`src/rtl/pll_reset_sequencer.sv`:
```
// PLL bring-up and core-reset sequencer: holds the PLL in reset, qualifies lock
// over a stable window, releases the core, and re-sequences on lock loss or request.
module pll_reset_sequencer #(
  parameter int PLL_RST_CYCLES = 16,
  parameter int LOCK_TIMEOUT   = 65536,
  parameter int LOCK_STABLE    = 1024,
  parameter int RETRY_MAX      = 3
) (
  input  logic       sys_clock,
  input  logic       reset,
  input  logic       pll_locked,
  input  logic       soft_reset_req,
  output logic       pll_rst,
  output logic       core_reset,
  output logic       ready,
  output logic       fail,
  output logic [3:0] retry_count
);

  localparam int MAX_AB  = (PLL_RST_CYCLES > LOCK_TIMEOUT) ? PLL_RST_CYCLES : LOCK_TIMEOUT;
  localparam int MAX_CNT = (MAX_AB > LOCK_STABLE) ? MAX_AB : LOCK_STABLE;
  localparam int CNT_W   = $clog2(MAX_CNT + 1);

  localparam logic [CNT_W-1:0] RST_LAST    = CNT_W'(PLL_RST_CYCLES - 1);
  localparam logic [CNT_W-1:0] TIMEOUT_LAST = CNT_W'(LOCK_TIMEOUT - 1);
  localparam logic [CNT_W-1:0] STABLE_LAST = CNT_W'(LOCK_STABLE - 1);
  localparam logic [3:0]       RETRY_LIM   = 4'(RETRY_MAX);
  localparam bit               RETRY_BOUND = (RETRY_MAX != 0);

  typedef enum logic [2:0] {
    S_PLL_RST   = 3'd0,
    S_WAIT_LOCK = 3'd1,
    S_STABLE    = 3'd2,
    S_RUN       = 3'd3,
    S_FAIL      = 3'd4
  } state_t;

  state_t             r_state;
  state_t             w_state_nxt;
  logic [CNT_W-1:0]   r_cnt;
  logic [CNT_W-1:0]   w_cnt_nxt;
  logic [3:0]         r_retry;
  logic [3:0]         w_retry_nxt;
  logic [3:0]         w_retry_inc;
  logic               r_lock_meta_p0;
  logic               r_lock_s_p1;
  logic               r_pll_rst;
  logic               r_core_reset;
  logic               r_ready;
  logic               r_fail;

  function automatic logic [3:0] sat_inc4(input logic [3:0] v);
    return (v == 4'hF) ? v : v + 4'd1;
  endfunction

  assign w_retry_inc = sat_inc4(r_retry);

  // Lock synchronizer: pll_locked is asynchronous to sys_clock
  always_ff @(posedge sys_clock) begin
    if (!reset) begin
      r_lock_meta_p0 <= 1'b0;
      r_lock_s_p1    <= 1'b0;
    end else begin
      r_lock_meta_p0 <= pll_locked;
      r_lock_s_p1    <= r_lock_meta_p0;
    end
  end

  always_comb begin
    w_state_nxt = r_state;
    w_retry_nxt = r_retry;
    w_cnt_nxt   = r_cnt + CNT_W'(1);
    unique case (r_state)
      S_PLL_RST: begin
        if (r_cnt == RST_LAST) w_state_nxt = S_WAIT_LOCK;
      end
      S_WAIT_LOCK: begin
        if (r_lock_s_p1) begin
          w_state_nxt = S_STABLE;
        end else if (r_cnt == TIMEOUT_LAST) begin
          w_retry_nxt = w_retry_inc;
          if (RETRY_BOUND && (w_retry_inc >= RETRY_LIM)) w_state_nxt = S_FAIL;
          else                                           w_state_nxt = S_PLL_RST;
        end
      end
      S_STABLE: begin
        if (!r_lock_s_p1)              w_state_nxt = S_WAIT_LOCK;
        else if (r_cnt == STABLE_LAST) w_state_nxt = S_RUN;
      end
      S_RUN: begin
        w_cnt_nxt = r_cnt;
        if (!r_lock_s_p1) w_state_nxt = S_PLL_RST;
      end
      S_FAIL: begin
        w_cnt_nxt = r_cnt;
      end
      default: begin
        w_state_nxt = S_PLL_RST;
      end
    endcase

    if (w_state_nxt != r_state) w_cnt_nxt = '0;

    // A software request overrides any same-cycle timeout or lock event
    if (soft_reset_req) begin
      w_state_nxt = S_PLL_RST;
      w_retry_nxt = 4'd0;
      w_cnt_nxt   = '0;
    end
  end

  // State, counter and outputs; outputs decode next-state so they move with it
  always_ff @(posedge sys_clock) begin
    if (!reset) begin
      r_state      <= S_PLL_RST;
      r_cnt        <= '0;
      r_retry      <= 4'd0;
      r_pll_rst    <= 1'b1;
      r_core_reset <= 1'b1;
      r_ready      <= 1'b0;
      r_fail       <= 1'b0;
    end else begin
      r_state      <= w_state_nxt;
      r_cnt        <= w_cnt_nxt;
      r_retry      <= w_retry_nxt;
      r_pll_rst    <= (w_state_nxt == S_PLL_RST) || (w_state_nxt == S_FAIL);
      r_core_reset <= (w_state_nxt != S_RUN);
      r_ready      <= (w_state_nxt == S_RUN);
      r_fail       <= (w_state_nxt == S_FAIL);
    end
  end

  assign pll_rst     = r_pll_rst;
  assign core_reset  = r_core_reset;
  assign ready       = r_ready;
  assign fail        = r_fail;
  assign retry_count = r_retry;

endmodule

```
`config.mk`:
```
export PLATFORM = sky130hd
export DESIGN_NAME = pll_reset_sequencer
export DESIGN_NICKNAME = d
export VERILOG_FILES = /design/src/rtl/pll_reset_sequencer.sv
export SDC_FILE = /design/constraint.sdc
export NUM_CORES = 1
export LEC_CHECK = 0
export CORE_MARGIN = 5
export CORE_UTILIZATION = 35
export CTS_CLUSTER_DIAMETER = 30
export DETAILED_ROUTE_END_ITERATION = 6
export MAX_ROUTING_LAYER = met4
export PLACE_DENSITY_LB_ADDON = 0.1
export SETUP_SLACK_MARGIN = 0.15
export SLEW_MARGIN = 20
export SYNTH_ARGS = -nofsm -noshare
export SYNTH_HDL_FRONTEND = slang
export SYNTH_SLANG_ARGS = --single-unit
```
`constraint.sdc`:
```
create_clock -name sys_clock -period 3.2 [get_ports sys_clock]
set_input_delay 0.96 -clock sys_clock [delete_from_list [all_inputs] [get_ports sys_clock]]
set_output_delay 0.96 -clock sys_clock [all_outputs]
set_load 0.02 [all_outputs]
```
# Word level (Yosys, flattened, before mapping)
# Cells that the tools add are included.
[op_classes]
order_cmp = 1
n_div = 0
shift = 0
mul = 0
reduce_logical = 7
n_mux = 10
bitwise_logic = 2
n_eq_ne = 12
n_addsub = 2
[op_table]
columns = ["op", "n"]
rows = [
  ["$mux 3", 8],
  ["$add 17x1->17 const B", 1],
  ["$eq 17x10->1 const B", 1],
  ["$eq 17x16->1 const B", 1],
  ["$eq 17x4->1 const B", 1],
  ["$pmux 3 s5", 1],
  ["$eq 3x2->1 const B", 3],
  ["$eq 3x3->1 const B", 2],
  ["$logic_not 3->1", 2],
  ["$add 4x1->4 const B", 1],
  ["$eq 4x4->1 const B", 1],
  ["$ge 4x2->1 const B", 1],
  ["$mux 4", 1],
  ["$reduce_or 2->1", 2],
  ["$eq 3x1->1 const B", 1],
  ["$ne 3x2->1 const B", 1],
  ["$ne 3x3->1", 1],
  ["$reduce_and 3->1", 1],
  ["$reduce_or 3->1", 1],
  ["$not 1->1", 2],
  ["$logic_or 1x1->1", 1],
]
[word_totals]
memories = 0
input_bits = 4
latch_bits = 0
output_inout_bits = 8
wordCells = 43
regBits = 30
romBits = 0
mem_bits_rw = 0

# Depth between registers and ports, before layout
# Gate-level depths: netlist (run 1).
[logic_depth]
ltp_word = 10
ltp_mapped = 10
mapped_depth_nobuf = 9

# Least setup slack after synthesis (run 1)
# Ideal clock, no wire load.
[synth_path]
path_type = "flip-flop to flip-flop"
startpoint = "register r_cnt[0]"
endpoint = "register r_cnt[13]"
t_arrival_ns = 2.317
path_slack_ns = 0.779
period_less_slack_ns = 2.421
setup_ns = 0.103
n_path_buf = 1
stages_incl_launch_ff = 11
required_ns = 3.097
path_cell_list = "dfxtp_1 ha_1 and3_1 nand3_4 nor3_1 ha_1 or3_1 a211oi_2 a311oi_2 buf_6 a2111oi_2"
[synth_between]
elab_chain_len = 6
elab_cells_between_ends = 12
[synth_lines]
columns = ["element", "line", "rtl"]
rows = [
  ["start: declaration", "40", "logic [CNT_W-1:0] r_cnt;"],
  ["start signal: assignment", "124", "r_cnt <= w_cnt_nxt;"],
  ["$eq 17x10->1 or $eq 17x16->1 (tied branches)", "88, 80", ""],
  ["$mux 3 (on tied branches)", "88, 80", ""],
  ["$mux 3 (on tied branches)", "87, 78", ""],
  ["$pmux 3 s5", "73", "unique case (r_state)"],
  ["$ne 3x3->1", "102", "if (w_state_nxt != r_state) w_cnt_nxt = '0;"],
  ["$reduce_or 3->1 (no source line)", "--", ""],
]
# Parallel ways exist; a longest one is shown, timed or not.
# A chain may end at the register's enable or synchronous reset.

# Final worst setup path (run 1)
[layout_path]
startpoint = "register r_cnt[0]"
endpoint = "register r_cnt[12]"
# The elaborated chain is that of the path after synthesis.

==> results of run 1 <==
[area by class of cell]
cell class	instances	share of cell area
Clock buffer	7	0.0452
Inverter	7	0.0138
Sequential cell	30	0.314
Tap cell	54	0.0354
Multi-Input combinational cell	131	0.519
Timing Repair Buffer	14	0.0694
Clock inverter	1	0.00262
[layer usage]
metal  vias up  global-route usage  share of wire
li1        716                   -              -
met1       678               0.162           0.47
met2        32               0.202           0.46
met3        12              0.0317          0.040
met4         0              0.0739          0.033
met5         -                   -              0
[report_power, final]
part	switching, W	leakage, nW	internal [W]	total [W]
Clock	0.000134	0.0482	0.000173	0.000307
Sequential	0.00000209	0.242	0.000376	0.000378
Combinational	0.00000997	0.306	0.00000771	0.0000177
[state kept, by name, summed over array words and instances, names as in the netlist]
name            count
retry_count         4
ready               1
r_cnt              17
core_reset          1
r_lock_s_p1         1
pll_rst             1
r_state             3
r_lock_meta_p0      1
fail                1
[kinds of logic (layout without fill, tap and decap cells)]
family,count (synthesis),in the layout,share of synthesized area
xor+xnor,6,6,0.0312
simple gates,78,78,0.289
fa+ha+maj,3,3,0.0223
mux,3,3,0.0179
flops,30,30,0.357
compound gates,41,41,0.225
buf+inv,15,29,0.0573
[worst max-delay path: cells and delay by family, from the launching register on]
family / cells / cell delay [ns]
simple gates: 4 / 0.82
compound gates: 3 / 0.71
fa+ha+maj: 2 / 0.47
flops: 1 / 0.33
buf+inv: 1 / 0.23
[worst min path at each step]
stage,endpoint,cells past startpoint
CTS,r_lock_s_p1$_SDFF_PN0_,1
floorplan,r_lock_s_p1$_SDFF_PN0_,1
finish,r_lock_s_p1$_SDFF_PN0_,1
global route,r_lock_s_p1$_SDFF_PN0_,1
detailed placement,r_lock_s_p1$_SDFF_PN0_,1
global placement,r_lock_s_p1$_SDFF_PN0_,1
[cells in the final DEF, fill, tap and decap left out, types with 2 or more instances in the layout]
cell type	n
a2111oi_0	5
nor3_1	4
ha_1	3
or3_1	6
nand2b_1	3
nand2_1	10
nand3_1	9
nand3b_1	3
xor2_1	5
nor3b_1	2
a21oi_1	6
o31ai_1	6
inv_1	7
and3_1	3
nand4_1	4
nor4_1	8
a21o_1	3
dfxtp_1	30
nor2_1	9
clkbuf_8	6
buf_4	3
o21ai_0	6
mux2i_1	3
a2111oi_4	3
clkdlybuf4s50_1	11
a2111oi_2	2
and2_1	3
a211oi_1	2
or4_1	4
[per-stage QoR]
step	power (W)	hold slack (ns)	setup slack (ns)
global placement	0.000404	0.418	0.632
finish	0.000702	0.440	0.508
global route	0.000743	0.461	0.295
floorplan	0.000397	0.412	0.779
CTS	0.000716	0.441	0.503
detailed placement	0.000404	0.426	0.516
==> results.toml, run 1 <==
[outcome]
outcome = "completed"

[worst_setup_path]
slowest_stage = "a2111oi_0"
end_kind = "register"
crit_chain = "ha_1 -> and3_1 -> nand3_4 -> nor3_1 -> ha_1 -> or3_1 -> a211oi_2 -> a311oi_2 -> buf_4 -> a2111oi_0"
cp-startpoint = "r_cnt[0]$_SDFFE_PP0N_"
max_stage_delay_ns = 0.40
crit_type = "register to register"
timing.rr.end = "r_cnt[12]$_SDFFE_PP0N_"
cp_data_required_time_ns = 3.35
crit_path_start_kind = "register"
crit_top_cell = "ha_1"
ff2ff_path_depth = 10
critPathArrivalTime_ns = 2.84
endpoint = "r_cnt[12]$_SDFFE_PP0N_"
critPathMaxFanout = 17
rrSetupSlack_ns = 0.51
rr_startpoint = "r_cnt[0]$_SDFFE_PP0N_"

[clock_tree]
clock_sinks = 30
path_clk_slew_ns = 0.06
cts_buffers = 5
worstSkewPairLatency_ns = 0.28
cts_resized = 0
clockBufferDepth = 2
post_cts_buffers = 0
clockRootBuffer = "clkbuf_8"
cts_tree = "yes"
htreeDepth = 2
ctsHoldBuffers = 0

[worst_hold_path]
hp-class = "register to register"
hp-start = "r_lock_meta_p0$_SDFF_PN0_"

[finish]
fin_nets = 196
instances_no_fill = 244
fillerInstances = 466
seq_area_um2 = 601
multi_input_comb_area_um2 = 992
drive_gt1_frac = 0.137
utilization = 0.407
diodes = 0
stdcell_area_mm2 = 0.00191
area_growth_pct = 13.6

[placed_design]
hpwl_mm = 2.63
place_area_mm2 = 0.00182
placement.io_buffers = 11
gp_congestion = 0.833
dp_cells = 236

[route]
dr_total_vias = 1438
drc_errors = 0
drtIter0Drc = 97
dr.pass1.iters = 4
ant_nets = 0
wire_per_inst_um = 15.0
finalWirelength_mm = 3.67
viasPerCell = 5.89

[logic_synthesis]
syn_area_mm2 = 0.00168
avgSynthCellArea_um2 = 9.55
synth-edff-count = 0
synth_cell_types = 48
synth_top_area_frac = 0.357
syn_inst = 176
synth_async_sr_flop_share = 0
synth_nets = 183
seq_area_frac_synth = 0.357
synth.most_common_cell = "dfxtp_1"
ys_dominant_reg_cell = "dfxtp_1"
synth.area.top_cells = "dfxtp_1, a2111oi_4, buf_6, nor4_1, nand3_1"
ys_top_cells_by_count = "dfxtp_1, nand2_1, nand3_1, nor2_1, nor4_1"
synth_area_leader_cell = "dfxtp_1"
synth-seq-cells = 30
synth_warnings = 0

[grt]
overflow = 0
grt_pass1_wl_mm = 6.38
grt_usage = 0.133
grt_max_degree = 18
antenna_found_initial = 0
grt_pass1_vias = 1340

[floorplan]
die_h_um = 79.3
ios = 12
start_util = 0.358
coreArea_mm2 = 0.00469
die_w_um = 79.3
dieArea_mm2 = 0.00629
rows = 25

[timing]
fin_skew_ns = 0.00360
report.final.slew_viol_count = 0
fin_setup_tns_ns = 0
post-route-period-util = 0.841
period_minus_slack_ns = 2.69
finalSetupViolCount = 0
timing.fmax_ghz = 0.371
worstMarginPinSlew_ns = 0.517
timing_hold_violations_final = 0
slew-limit-headroom = 0.654
rsz0062_at_grt = "false"

[pwr]
ir_drop_uv = 192
p_leak_nw = 0.597
power.density_mw_per_mm2 = 368

[job]
max_cap_violations = 0
No activity file was read; power rests on OpenSTA's default activity.
==> run 2: changes to the inputs <==
- clock period: 3.2 -> 2.6 ns (I/O delays scaled with it)
==> run 2 against run 1 <==
  * First-iteration DRC count grew 29%
  * Largest power group unchanged
  * Non-clock buffer count grew 8
  * Worst setup slack lost 0.25 ns
  * Sequential share of layout area shrank 2.4 points
==> results.toml, run 2 (synthesis gave the netlist of run 1 again) <==
[timing]
timing.fmax_ghz = 0.426
report.final.slew_viol_count = 0
worstMarginPinSlew_ns = 0.536
timing_hold_violations_final = 0
period_minus_slack_ns = 2.35
slew-limit-headroom = 0.641
rsz0062_at_grt = "false"
post-route-period-util = 0.902
hold_slack_ns = 0.429
fin_skew_ns = 0.00429
finalSetupViolCount = 0

[finish]
fin_nets = 204
largest_register = "r_cnt"
seq_area_um2 = 603
stdcell_area_mm2 = 0.00208
most-common-layout-cells = "dfxtp_1, clkdlybuf4s50_1, nand2_1"
final_common_cell = "dfxtp_1"
drive_gt1_frac = 0.230
multi_input_comb_area_mm2 = 0.00110
fillerInstances = 444
largest_reg_flops = 17
diodes = 0
area_growth_pct = 23.4

[floorplan]
start_util = 0.358
ios = 12
die_h_um = 79.3
dieArea_mm2 = 0.00629
coreArea_mm2 = 0.00469
rows = 25
die_w_um = 79.3

[grt]
grt_max_degree = 18
antenna_found_initial = 0
overflow = 0
grt_pass1_vias = 1519
grt_pass1_wl_mm = 7.09
grt_usage = 0.145

[job]
max_cap_violations = 0

[route]
viasPerCell = 5.97
dr.pass1.iters = 5
wire_per_inst_um = 16.8
ant_nets = 0
drtIter0Drc = 125
finalWirelength_mm = 4.21
dr_total_vias = 1492
drc_errors = 0

[pwr]
p_leak_nw = 0.635
ir_drop_uv = 290
power.density_mw_per_mm2 = 408

[worst_setup_path]
crit_type = "register to register"
crit_chain = "ha_1 -> and3_4 -> nand3_4 -> nor3_2 -> ha_2 -> or3_4 -> a211oi_2 -> a311oi_2 -> buf_4 -> a2111oi_4"
max_stage_delay_ns = 0.33
slowest_stage = "dfxtp_2"
critPathArrivalTime_ns = 2.51
crit_path_start_kind = "register"
end_kind = "register"
cp_data_required_time_ns = 2.77
critPathMaxFanout = 4

[clock_tree]
htreeDepth = 2
clock_sinks = 30
worstSkewPairLatency_ns = 0.27
cts_tree = "yes"
cts_buffers = 5
clockRootBuffer = "clkbuf_8"
clockBufferDepth = 2
path_clk_slew_ns = 0.05
ctsHoldBuffers = 0

[worst_hold_path]
hp-class = "register to register"

[outcome]
outcome = "completed"

[placed_design]
placement.io_buffers = 11
gp_congestion = 0.841
place_area_mm2 = 0.00186
hpwl_mm = 2.84
run 2: cell count changes in the layout (fill, tap and decap cells not counted), moves of 2 or more:
cell / before / now
a2111oi_0: 5 / 1
dfxtp_2: 0 / 2
dfxtp_1: 30 / 28
buf_4: 3 / 9
buf_6: 0 / 2
a2111oi_4: 3 / 7
run 2: what timing repair did:
item	4_1_cts	5_1_grt
setup buffers	0	1
endpoints found under the hold margin	0	0
pin swaps	1	3
endpoints found under the setup margin	9	17
gates cloned	2	0
resized for setup	8	16
run 2: worst paths after layout:
path	start	to	slack (ns)	cells after the start
setup / recovery	r_cnt[0]$_SDFFE_PP0N_	r_cnt[8]$_SDFFE_PP0N_	0.25	10
hold / removal	r_lock_meta_p0$_SDFF_PN0_	r_lock_s_p1$_SDFF_PN0_	0.43	1
setup reg to reg	r_cnt[0]$_SDFFE_PP0N_	r_cnt[8]$_SDFFE_PP0N_	0.25	10
hold reg to reg	r_lock_meta_p0$_SDFF_PN0_	r_lock_s_p1$_SDFF_PN0_	0.43	1
run 2: where the power goes:
part	internal, W	total [W]	switching (W)
Sequential	0.000463	0.000466	0.00000305
Clock	0.000203	0.000355	0.000152
Combinational	0.0000110	0.0000259	0.0000149
run 2: worst max-delay path: cells and delay by family, from the launching register on:
family	cells	cell delay, ns
compound gates	3	0.68
fa+ha+maj	2	0.39
buf+inv	1	0.21
flops	1	0.33
simple gates	4	0.63
run 2: metrics by stage:
stage / cells / power [W] / setup WS [ns] / util / TNS (ns)
3_5_place_dp: 241 / 0.000499 / -0.0152 / 0.396 / -0.0152
4_1_cts: 249 / 0.000857 / 0.160 / 0.420 / 0
5_1_grt: 250 / 0.000892 / 0.153 / 0.442 / 0
3_3_place_gp: 241 / 0.000498 / 0.184 / 0.396 / 0
2_1_floorplan: 176 / 0.000488 / 0.179 / - / 0
6_report: 250 / 0.000847 / 0.254 / 0.442 / 0
run 2: cell type report:
type                            count  area share
Tap cell                           54      0.0325
Multi-Input combinational cell    131       0.528
Timing Repair Buffer               22      0.0964
Inverter                            7      0.0127
Sequential cell                    30       0.291
Clock buffer                        6      0.0398
run 2: metal layers:
metal / global-route usage / up-vias / routed length (µm)
met5: - / - / 0
met4: 0.0550 / 0 / 52
met3: 0.0283 / 5 / 129
met2: 0.242 / 36 / 2150
met1: 0.173 / 728 / 1880
li1: - / 723 / -
==> run 3: changes to the inputs <==
- CTS_CLUSTER_SIZE: not set -> 30
- GPL_TIMING_DRIVEN: not set -> 0
- REMOVE_ABC_BUFFERS: not set -> 1
==> run 3 against run 2 <==
  * Non-clock buffer count decreased by 5
  * Clock power increased by 8.7%
  * Critical path depth unchanged
  * Flip-flop and latch count unchanged
  * Count of clock-buffer cells in the layout increased by 1
  * Critical endpoint is now r_cnt[14]$_SDFFE_PP0N_
==> results.toml, run 3 (synthesis gave the netlist of run 1 again) <==
[timing]
worstMarginPinSlew_ns = 0.613
fin_skew_ns = 0.00329
period_minus_slack_ns = 2.38
timing_hold_violations_final = 0
rsz0062_at_grt = "false"
timing.fmax_ghz = 0.421
post-route-period-util = 0.915
finalSetupViolCount = 0
report.final.slew_viol_count = 0
slew-limit-headroom = 0.591

[clock_tree]
clockBufferDepth = 2
clockRootBuffer = "clkbuf_8"
cts_buffers = 5
worstSkewPairLatency_ns = 0.28
clock_sinks = 30
htreeDepth = 2
cts_tree = "yes"
ctsHoldBuffers = 0
path_clk_slew_ns = 0.06

[pwr]
p_int_w = 0.000688
pwr-share-clk = 0.438
swShare = 0.218
p_seq_frac = 0.529
ir_drop_uv = 192
power_frac_comb = 0.033
power_w = 0.000880
p_leak_nw = 0.609
power.density_mw_per_mm2 = 421
p_switching_w = 0.000192

[outcome]
outcome = "completed"

[finish]
largest_reg_flops = 17
drive_gt1_frac = 0.218
fin_nets = 199
utilization = 0.446
instances_no_fill = 247
final_common_cell = "dfxtp_1"
diodes = 0
largest_register = "r_cnt"
most-common-layout-cells = "dfxtp_1, clkdlybuf4s50_1, nand2_1, nand3_1, nor2_1"
area_growth_pct = 24.4

[route]
viasPerCell = 5.93
drc_errors = 0
dr.pass1.iters = 4
drtIter0Drc = 46
ant_nets = 0
finalWirelength_mm = 4.08
wire_per_inst_um = 16.5
dr_total_vias = 1464

[worst_hold_path]
whs_path_depth = 1
hp-class = "register to register"

[grt]
grt_usage = 0.142
grt_pass1_vias = 1505
grt_pass1_wl_mm = 6.88
antenna_found_initial = 0
grt_max_degree = 18
overflow = 0

[placed_design]
hpwl_mm = 2.86
gp_congestion = 0.770
dp_cells = 235
placement.io_buffers = 11

[worst_setup_path]
ff2ff_path_depth = 10
cp_data_required_time_ns = 2.78
critPathMaxFanout = 8
end_kind = "register"
crit_type = "register to register"
crit_path_start_kind = "register"
critPathArrivalTime_ns = 2.56

[job]
max_cap_violations = 0

[floorplan]
start_util = 0.358
dieArea_mm2 = 0.00629
ios = 12
die_h_um = 79.3
coreArea_mm2 = 0.00469
die_w_um = 79.3
rows = 25
-- run 3: cell types whose count changed in the layout (fill, tap and decap cells not counted), sizes merged --
cell / before / now
buf: 11 / 6
clkinv: 0 / 1
clkbuf: 6 / 7
-- run 3: worst paths after layout --
kind / to / slack [ns] / startpoint
hold / removal: r_lock_s_p1$_SDFF_PN0_ / 0.45 / r_lock_meta_p0$_SDFF_PN0_
setup reg to reg: r_cnt[14]$_SDFFE_PP0N_ / 0.22 / r_cnt[0]$_SDFFE_PP0N_
setup / recovery: r_cnt[14]$_SDFFE_PP0N_ / 0.22 / r_cnt[0]$_SDFFE_PP0N_
hold reg to reg: r_lock_s_p1$_SDFF_PN0_ / 0.45 / r_lock_meta_p0$_SDFF_PN0_
-- run 3: layout make-up --
cell class                 instances  area [µm²]
clock inverter                     1        5.00
clock buffer                       7        86.3
multi-input combinational        131        1130
fill                             470        2600
sequential                        30         603
inverter                           7        26.3
tap                               54        67.6
timing repair buffer              17         170
-- run 3: repair_timing --
item | CTS | global route
pin swaps | 3 | 3
resized for setup | 16 | 10
setup buffers | 2 | 2
setup endpoints to repair | 17 | 17
-- run 3: stage by stage --
| stage | cell area (µm²) | setup TNS (ns) | hold slack (ns) | worst slack (ns) |
|---|---|---|---|---|
| finish | 2090 | 0 | 0.449 | 0.222 |
| global route | 2090 | 0 | 0.473 | 0.119 |
| CTS | 2000 | 0 | 0.450 | 0.154 |
| detailed placement | 1840 | -2.02 | 0.435 | -0.223 |
| global placement | 1790 | -13.11 | 0.419 | -0.825 |
| floorplan | 1610 | -2.24 | 0.412 | -0.169 |
-- run 3: worst max-delay path, cell delays in order, from the launching register on --
cell,delay [ns]
dfxtp_2,0.34
ha_2,0.18
and3_4,0.20
nand3_4,0.08
nor3_1,0.05
ha_2,0.19
or3_4,0.35
a211oi_4,0.28
a311oi_4,0.08
buf_6,0.19
a2111oi_4,0.32
-- run 3: power groups by stage --
stage / combinational [W] / clock (W) / sequential, W
final: 0.0000289 / 0.000386 / 0.000466
after floorplan: 0.0000121 / 0 / 0.000475
after global placement: 0.0000198 / 0 / 0.000475
after detailed placement: 0.0000256 / 0 / 0.000476
after global routing: 0.0000315 / 0.000424 / 0.000466
after CTS: 0.0000274 / 0.000394 / 0.000465
-- run 3: routing by layer --
metal	vias up	global-route usage	share of wire
met5	-	-	0
met4	0	0.0464	0.011
met3	5	0.0306	0.018
met2	9	0.247	0.52
met1	737	0.163	0.45
li1	713	-	-
